**src/rtl/lab3_sequence_generator.sv**
```systemverilog
// Serial pattern transmitter: loads a programmable-length pattern on start, shifts it out MSB-first.
// Optional SEQGEN_REPEAT_EN adds the rpt input for gapless pattern repetition.
module lab3_sequence_generator #(
  parameter int unsigned WIDTH = 8,
  parameter int unsigned LW    = $clog2(WIDTH + 1)
) (
  input  logic             clock,
  input  logic             reset,
  input  logic             start,
  input  logic [WIDTH-1:0] pattern,
  input  logic [LW-1:0]    length,
`ifdef SEQGEN_REPEAT_EN
  input  logic             rpt,
`endif
  output logic             x,
  output logic             valid,
  output logic             busy,
  output logic             done
);

  typedef enum logic [1:0] {StIdle, StSend, StDone} state_e;

  state_e           state_q, state_d;
  logic [WIDTH-1:0] shreg_q, shreg_d;
  logic [LW-1:0]    cnt_q, cnt_d;
  logic [LW-1:0]    len_clamped;

  assign len_clamped = (length > LW'(WIDTH)) ? LW'(WIDTH) : length;

`ifdef SEQGEN_REPEAT_EN
  logic [WIDTH-1:0] pat_copy_q, pat_copy_d;
  logic [LW-1:0]    len_copy_q, len_copy_d;
`endif

  always_comb begin
    state_d = state_q;
    shreg_d = shreg_q;
    cnt_d   = cnt_q;
`ifdef SEQGEN_REPEAT_EN
    pat_copy_d = pat_copy_q;
    len_copy_d = len_copy_q;
`endif
    unique case (state_q)
      StIdle: begin
        if (start && (length != '0)) begin
          shreg_d = pattern;
          cnt_d   = len_clamped;
          state_d = StSend;
`ifdef SEQGEN_REPEAT_EN
          pat_copy_d = pattern;
          len_copy_d = len_clamped;
`endif
        end
      end
      StSend: begin
        shreg_d = {shreg_q[WIDTH-2:0], 1'b0};
        cnt_d   = cnt_q - LW'(1);
        if (cnt_q == LW'(1)) begin
`ifdef SEQGEN_REPEAT_EN
          // Reload from the captured copy so the next pattern follows with no gap
          if (rpt) begin
            shreg_d = pat_copy_q;
            cnt_d   = len_copy_q;
          end else begin
            state_d = StDone;
          end
`else
          state_d = StDone;
`endif
        end
      end
      StDone:  state_d = StIdle;
      default: state_d = StIdle;
    endcase
  end

  always_ff @(posedge clock) begin
    if (!reset) begin
      state_q <= StIdle;
      shreg_q <= '0;
      cnt_q   <= '0;
`ifdef SEQGEN_REPEAT_EN
      pat_copy_q <= '0;
      len_copy_q <= '0;
`endif
    end else begin
      state_q <= state_d;
      shreg_q <= shreg_d;
      cnt_q   <= cnt_d;
`ifdef SEQGEN_REPEAT_EN
      pat_copy_q <= pat_copy_d;
      len_copy_q <= len_copy_d;
`endif
    end
  end

  // Outputs decode registered state only
  assign x     = (state_q == StSend) & shreg_q[WIDTH-1];
  assign valid = (state_q == StSend);
  assign busy  = (state_q != StIdle);
  assign done  = (state_q == StDone);

endmodule

```
**config.mk**
```make
export PLATFORM = sky130hd
export DESIGN_NAME = lab3_sequence_generator
export DESIGN_NICKNAME = d
export VERILOG_FILES = /design/src/rtl/lab3_sequence_generator.sv
export SDC_FILE = /design/constraint.sdc
export NUM_CORES = 1
export LEC_CHECK = 0
export ABC_AREA = 1
export ABC_CLOCK_PERIOD_IN_PS = 2000
export CORE_MARGIN = 4
export CORE_UTILIZATION = 50
export DETAILED_ROUTE_END_ITERATION = 16
export HOLD_SLACK_MARGIN = 0.06
export PLACE_DENSITY_LB_ADDON = 0.25
export SETUP_SLACK_MARGIN = 0.2
export SLEW_MARGIN = 10
export SYNTH_ARGS = -nofsm -noshare
export SYNTH_HDL_FRONTEND = slang
export SYNTH_SLANG_ARGS = --single-unit
```
**constraint.sdc**
```tcl
create_clock -name clock -period 2 [get_ports clock]
set_input_delay 0.3 -clock clock [delete_from_list [all_inputs] [get_ports clock]]
set_output_delay 0.3 -clock clock [all_outputs]
set_load 0.02 [all_outputs]
```
**Word level (Yosys, flattened, before mapping)**

Cells that the tools add are included.

- Bits in registers: 14
- Bits of input ports: 15
- Output and inout port bits: 4

- $add $sub $neg: 1
- $lt $le $gt $ge: 1
- Eq/ne operators: 5
- Multiplexer cells: 8
- Bitwise gates (word level): 1
- Reduce and logical (&&, ||, !) cells: 7

Operator list:

| cell | count |
|---|---|
| 8-bit case mux with 2 select lines | 1 |
| 4-bit two-way mux | 2 |
| 8-bit two-way mux | 1 |
| 4-bit case mux with 2 select lines | 1 |
| 4-bit by 1-bit equality test with 1-bit output (second input constant) | 1 |
| 4-bit greater-than comparator (second input constant) | 1 |
| 2-bit two-way mux | 2 |
| 2-bit case mux with 2 select lines | 1 |
| 2-bit AND reduction | 2 |
| 2-bit nonzero test | 2 |
| 4-bit nonzero test | 1 |
| 4-bit by 1-bit subtractor with 4-bit output (second input constant) | 1 |
| 2-bit by 1-bit equality test with 1-bit output (second input constant) | 1 |
| 2-bit equality test (second input constant) | 1 |
| 2-bit zero test | 1 |
| 2-bit by 1-bit inequality test with 1-bit output (second input constant) | 1 |
| 2-bit inequality test (second input constant) | 1 |
| 1-bit AND | 1 |
| 1-bit logical AND | 1 |

**Longest topological paths before layout**

- Word-level depth: 4
- Depth in mapped cells: 7
- Gate-level depth less buffers: 7

**Worst setup path before layout**

OpenSTA, ideal clock, no wires.

- Path type: register -> output
- From: register state_q[0]
- To: output port x
- Arrival: 945 ps
- Required time: 1700 ps
- Path slack: 755 ps
- Stages on the path, launching flop included: 4
- Buffers on the path: 1
- Cell sequence: dfxtp_1 -> nand2_4 -> buf_6 -> nor2_1

- Cells in the longest elaborated chain, start to end: 2

Ends and longest elaborated chain:

| what | RTL line | source |
|---|---|---|
| from (decl) | 23 | `state_e state_q, state_d;` |
| from (signal assigned) | 79 | `state_q <= StIdle;` |
| from (signal assigned) | 87 | `state_q <= state_d;` |
| 2-bit by 1-bit equality test with 1-bit output | 98 | `assign x = (state_q == StSend) & shreg_q[WIDTH-1];` |
| 1-bit AND | 98 |  |
| to (decl) | 15 | `output logic x,` |

No other way between the ends.

**Final worst setup path**

- From: register state_q[0]
- To: output port busy

- Cells in the longest elaborated chain, start to end: 1

Ends and longest elaborated chain:

| what | RTL line | source |
|---|---|---|
| 2-bit nonzero test | 100 | `assign busy = (state_q != StIdle);` |
| to (decl) | 17 | `output logic busy,` |

No other way between the ends.

==> metrics.cfg <==
[status]
outcome = finished, final reports clean

[yosys]
yosysTopAreaCell = dfxtp_1
syn_avg_cell_area_um2 = 6.61
synth_area_leaders = dfxtp_1 (37%), nor2_1 (14%), nand2_1 (13%)
yosys_warnings = 0
netlist_instances = 114
syn-num-nets = 131
synth_top_area_share_pct = 37.2
synth_ff_type = dfxtp_1
synth-edff-count = 0
yosysMostFrequentCell = nor2_1
synth_common_cells = nor2_1 (29), nand2_1 (27), dfxtp_1 (14), o21ai_1 (11), inv_1 (8)
ys_async_sr_fraction_pct = 0
syn_area_um2 = 753
ys_ff_latch = 14
yosysSeqAreaShare_pct = 37.2
synth_cell_types = 20

[floorplan]
core_um2 = 1370
rows = 13
io_pins = 19
initial_core_util_pct = 55.1
die_x_um = 46.8
die_h_um = 46.8
die_area_um2 = 2190

[timing]
min_period_ns = 1.73
grt_setup_unrepaired = false
fin_skew_ns = 0.00567
totalNegativeSetupSlack_ns = 0
hold_viol_final = 0
holdWs_ns = 0.492
drv_slew = 0
fmax_ghz = 0.578
finalCritPeriodShare_pct = 86.4
max-slew-margin-rel_pct = 75.1
worst_pin_slew_ns = 0.372
setup_viol = 0

[worst_setup_path]
critPathSlowestCell = clkdlybuf4s50_1
rr_startpoint = state_q[1]
crit_fanout = 4
crit_type = reg -> out
cp-end-kind = primary output
max_stage_delay_ns = 0.59
cp.required_ns = 1.70
cp_top_family = buffers and inverters
crit_path_start_kind = flip-flop
crit_start = state_q[0]
worstPathCellList = nor2_4 > inv_1 > clkdlybuf4s50_1
cp_data_arrival_time_ns = 1.43
cp.buffers_inverters = 2

[place]
dp_hpwl_mm = 1.17
io_buffers = 18
place.gp.congestion = 0.852
dp.cells = 144
placed_cell_area_um2 = 926

[power_and_ir_drop]
combPwrFrac_pct = 28.3
power_density_nw_per_um2 = 791
seq_power_share_pct = 44.5
power_switching_mw = 0.246
p_sw_share_pct = 32.2
clkPwrFrac_pct = 27.2
p_int_mw = 0.517
p_leak_nw = 0.469
max-vdd-ir-drop_uv = 546

[routing]
drc_errors = 0
drt-pass1-iter-count = 4
vias_per_cell = 4.91
drt_iter0_drc = 21
ant_nets = 0
vias = 727
routed_wl_mm = 1.58
wl_per_cell_um = 10.7

[clock_tree]
cts_buffers = 3
clkLatencyLatePin_ns = 0.28
cts.htree.levels = 1
clockBufferDepth = 2
cts.sinks = 14
post-cts-setup-buffers = 0
cts_tree = yes
clkTransAtPathRegs_ns = 0.09
cts_root_buf = clkbuf_4

[cells_and_area]
drive_gt1_share_pct = 8.27
nets = 151
final_util_pct = 70.6
fin_area_um2 = 965
diodes = 0
layout.cells.non_filler = 148
area_growth_pct = 28.1

[grt]
grt_pass1_wl_mm = 2.60
grt_max_degree = 19
busiest_layer = met2
grtUsageTotal_pct = 17.1
met1_usage_pct = 21.8
antenna_found_initial = 0
grt-ovfl-total = 0
grt_pass1_vias = 649
use_met2_pct = 25.7
gr-usage-met3_pct = 3.45

[hold_path]
min_path_type = reg -> reg
min_from = shreg_q[0]

[flow_run]
cap_violations = 0

[state kept, by name (all words and copies together), names as in the netlist]
register / count
cnt_q: 4
shreg_q: 8
state_q: 2
[final timing paths]
check        depth (start not counted)  slack, ns         end
min reg2reg                          2       0.49  shreg_q[0]
max reg2reg                          6       0.68  shreg_q[7]
min                                  2       0.49  shreg_q[0]
max                                  3       0.27        busy
[worst register-to-register path, cell delays in order, from the launching register on]
cell and delay (ns):
dfxtp_1 0.39, inv_1 0.10, nand2_4 0.19, nand2_2 0.21
inv_2 0.20, nor2_1 0.07, nor2_1 0.10
[cell families (layout without fill, tap and decap cells)]
group / after synthesis / count (layout) / share of synthesized area, %
xor gates and xnor gates: 1 / 1 / 1.16
AOI/OAI and AO/OA: 15 / 15 / 10.5
buffers and inverters: 13 / 32 / 8.47
DFF: 14 / 14 / 37.2
and+or+nand+nor: 69 / 69 / 39.4
adders and majority gates: 2 / 2 / 3.32
[area by class of cell]
type                       count  area (µm²)
tap                           15        18.8
multi-input combinational     87         409
inverter                      10        40.0
fill                         131         402
timing repair buffer          18         180
clock buffer                   4        36.3
sequential                    14         280
[cells in the final DEF, fill, tap and decap left out]
master | Yosys | routed
nor2_4 | 1 | 1
clkbuf_4 | 0 | 3
a21oi_1 | 2 | 2
inv_2 | 2 | 1
nand2_4 | 1 | 1
ha_1 | 2 | 2
nor2_1 | 29 | 29
nand4_1 | 2 | 2
nand3_2 | 1 | 1
dlygate4sd2_1 | 0 | 2
clkdlybuf4s50_1 | 0 | 15
o21ai_0 | 1 | 1
dfxtp_1 | 14 | 14
o21ai_1 | 11 | 11
o21ai_2 | 1 | 1
inv_4 | 0 | 1
clkbuf_8 | 0 | 1
inv_1 | 8 | 8
xnor2_1 | 1 | 1
nand2_2 | 1 | 1
dlymetal6s2s_1 | 0 | 1
nand2_1 | 27 | 27
nor3_1 | 1 | 1
nand3_1 | 6 | 6
[what timing repair did]
| action | 4_1_cts | 5_1_grt |
|---|---|---|
| setup endpoints to repair | 2 | 2 |
| hold buffers | 0 | 0 |
| resized for setup | 2 | 2 |
| pin swaps | 0 | 0 |
[per-layer routing]
metal	vias to the layer above	part of all wire [%]
li1	396	-
met1	304	48
met2	25	44
met3	2	7.9
met4	0	0.57
met5	-	0
[metrics by stage]
stage	power (mW)	setup slack, ns
final	0.763	0.271
after global routing	0.821	0.205
after CTS	0.771	0.222
after detailed placement	0.563	0.269
after global placement	0.559	0.285
after floorplan	0.500	0.755
[power by group through the flow]
stage | sequential (mW) | combinational [mW] | clock (mW)
after global routing | 0.344 | 0.248 | 0.229
after floorplan | 0.340 | 0.160 | 0
after CTS | 0.340 | 0.216 | 0.216
final | 0.340 | 0.216 | 0.207
after global placement | 0.346 | 0.213 | 0
after detailed placement | 0.346 | 0.217 | 0
(Power assumes the default switching activity.)
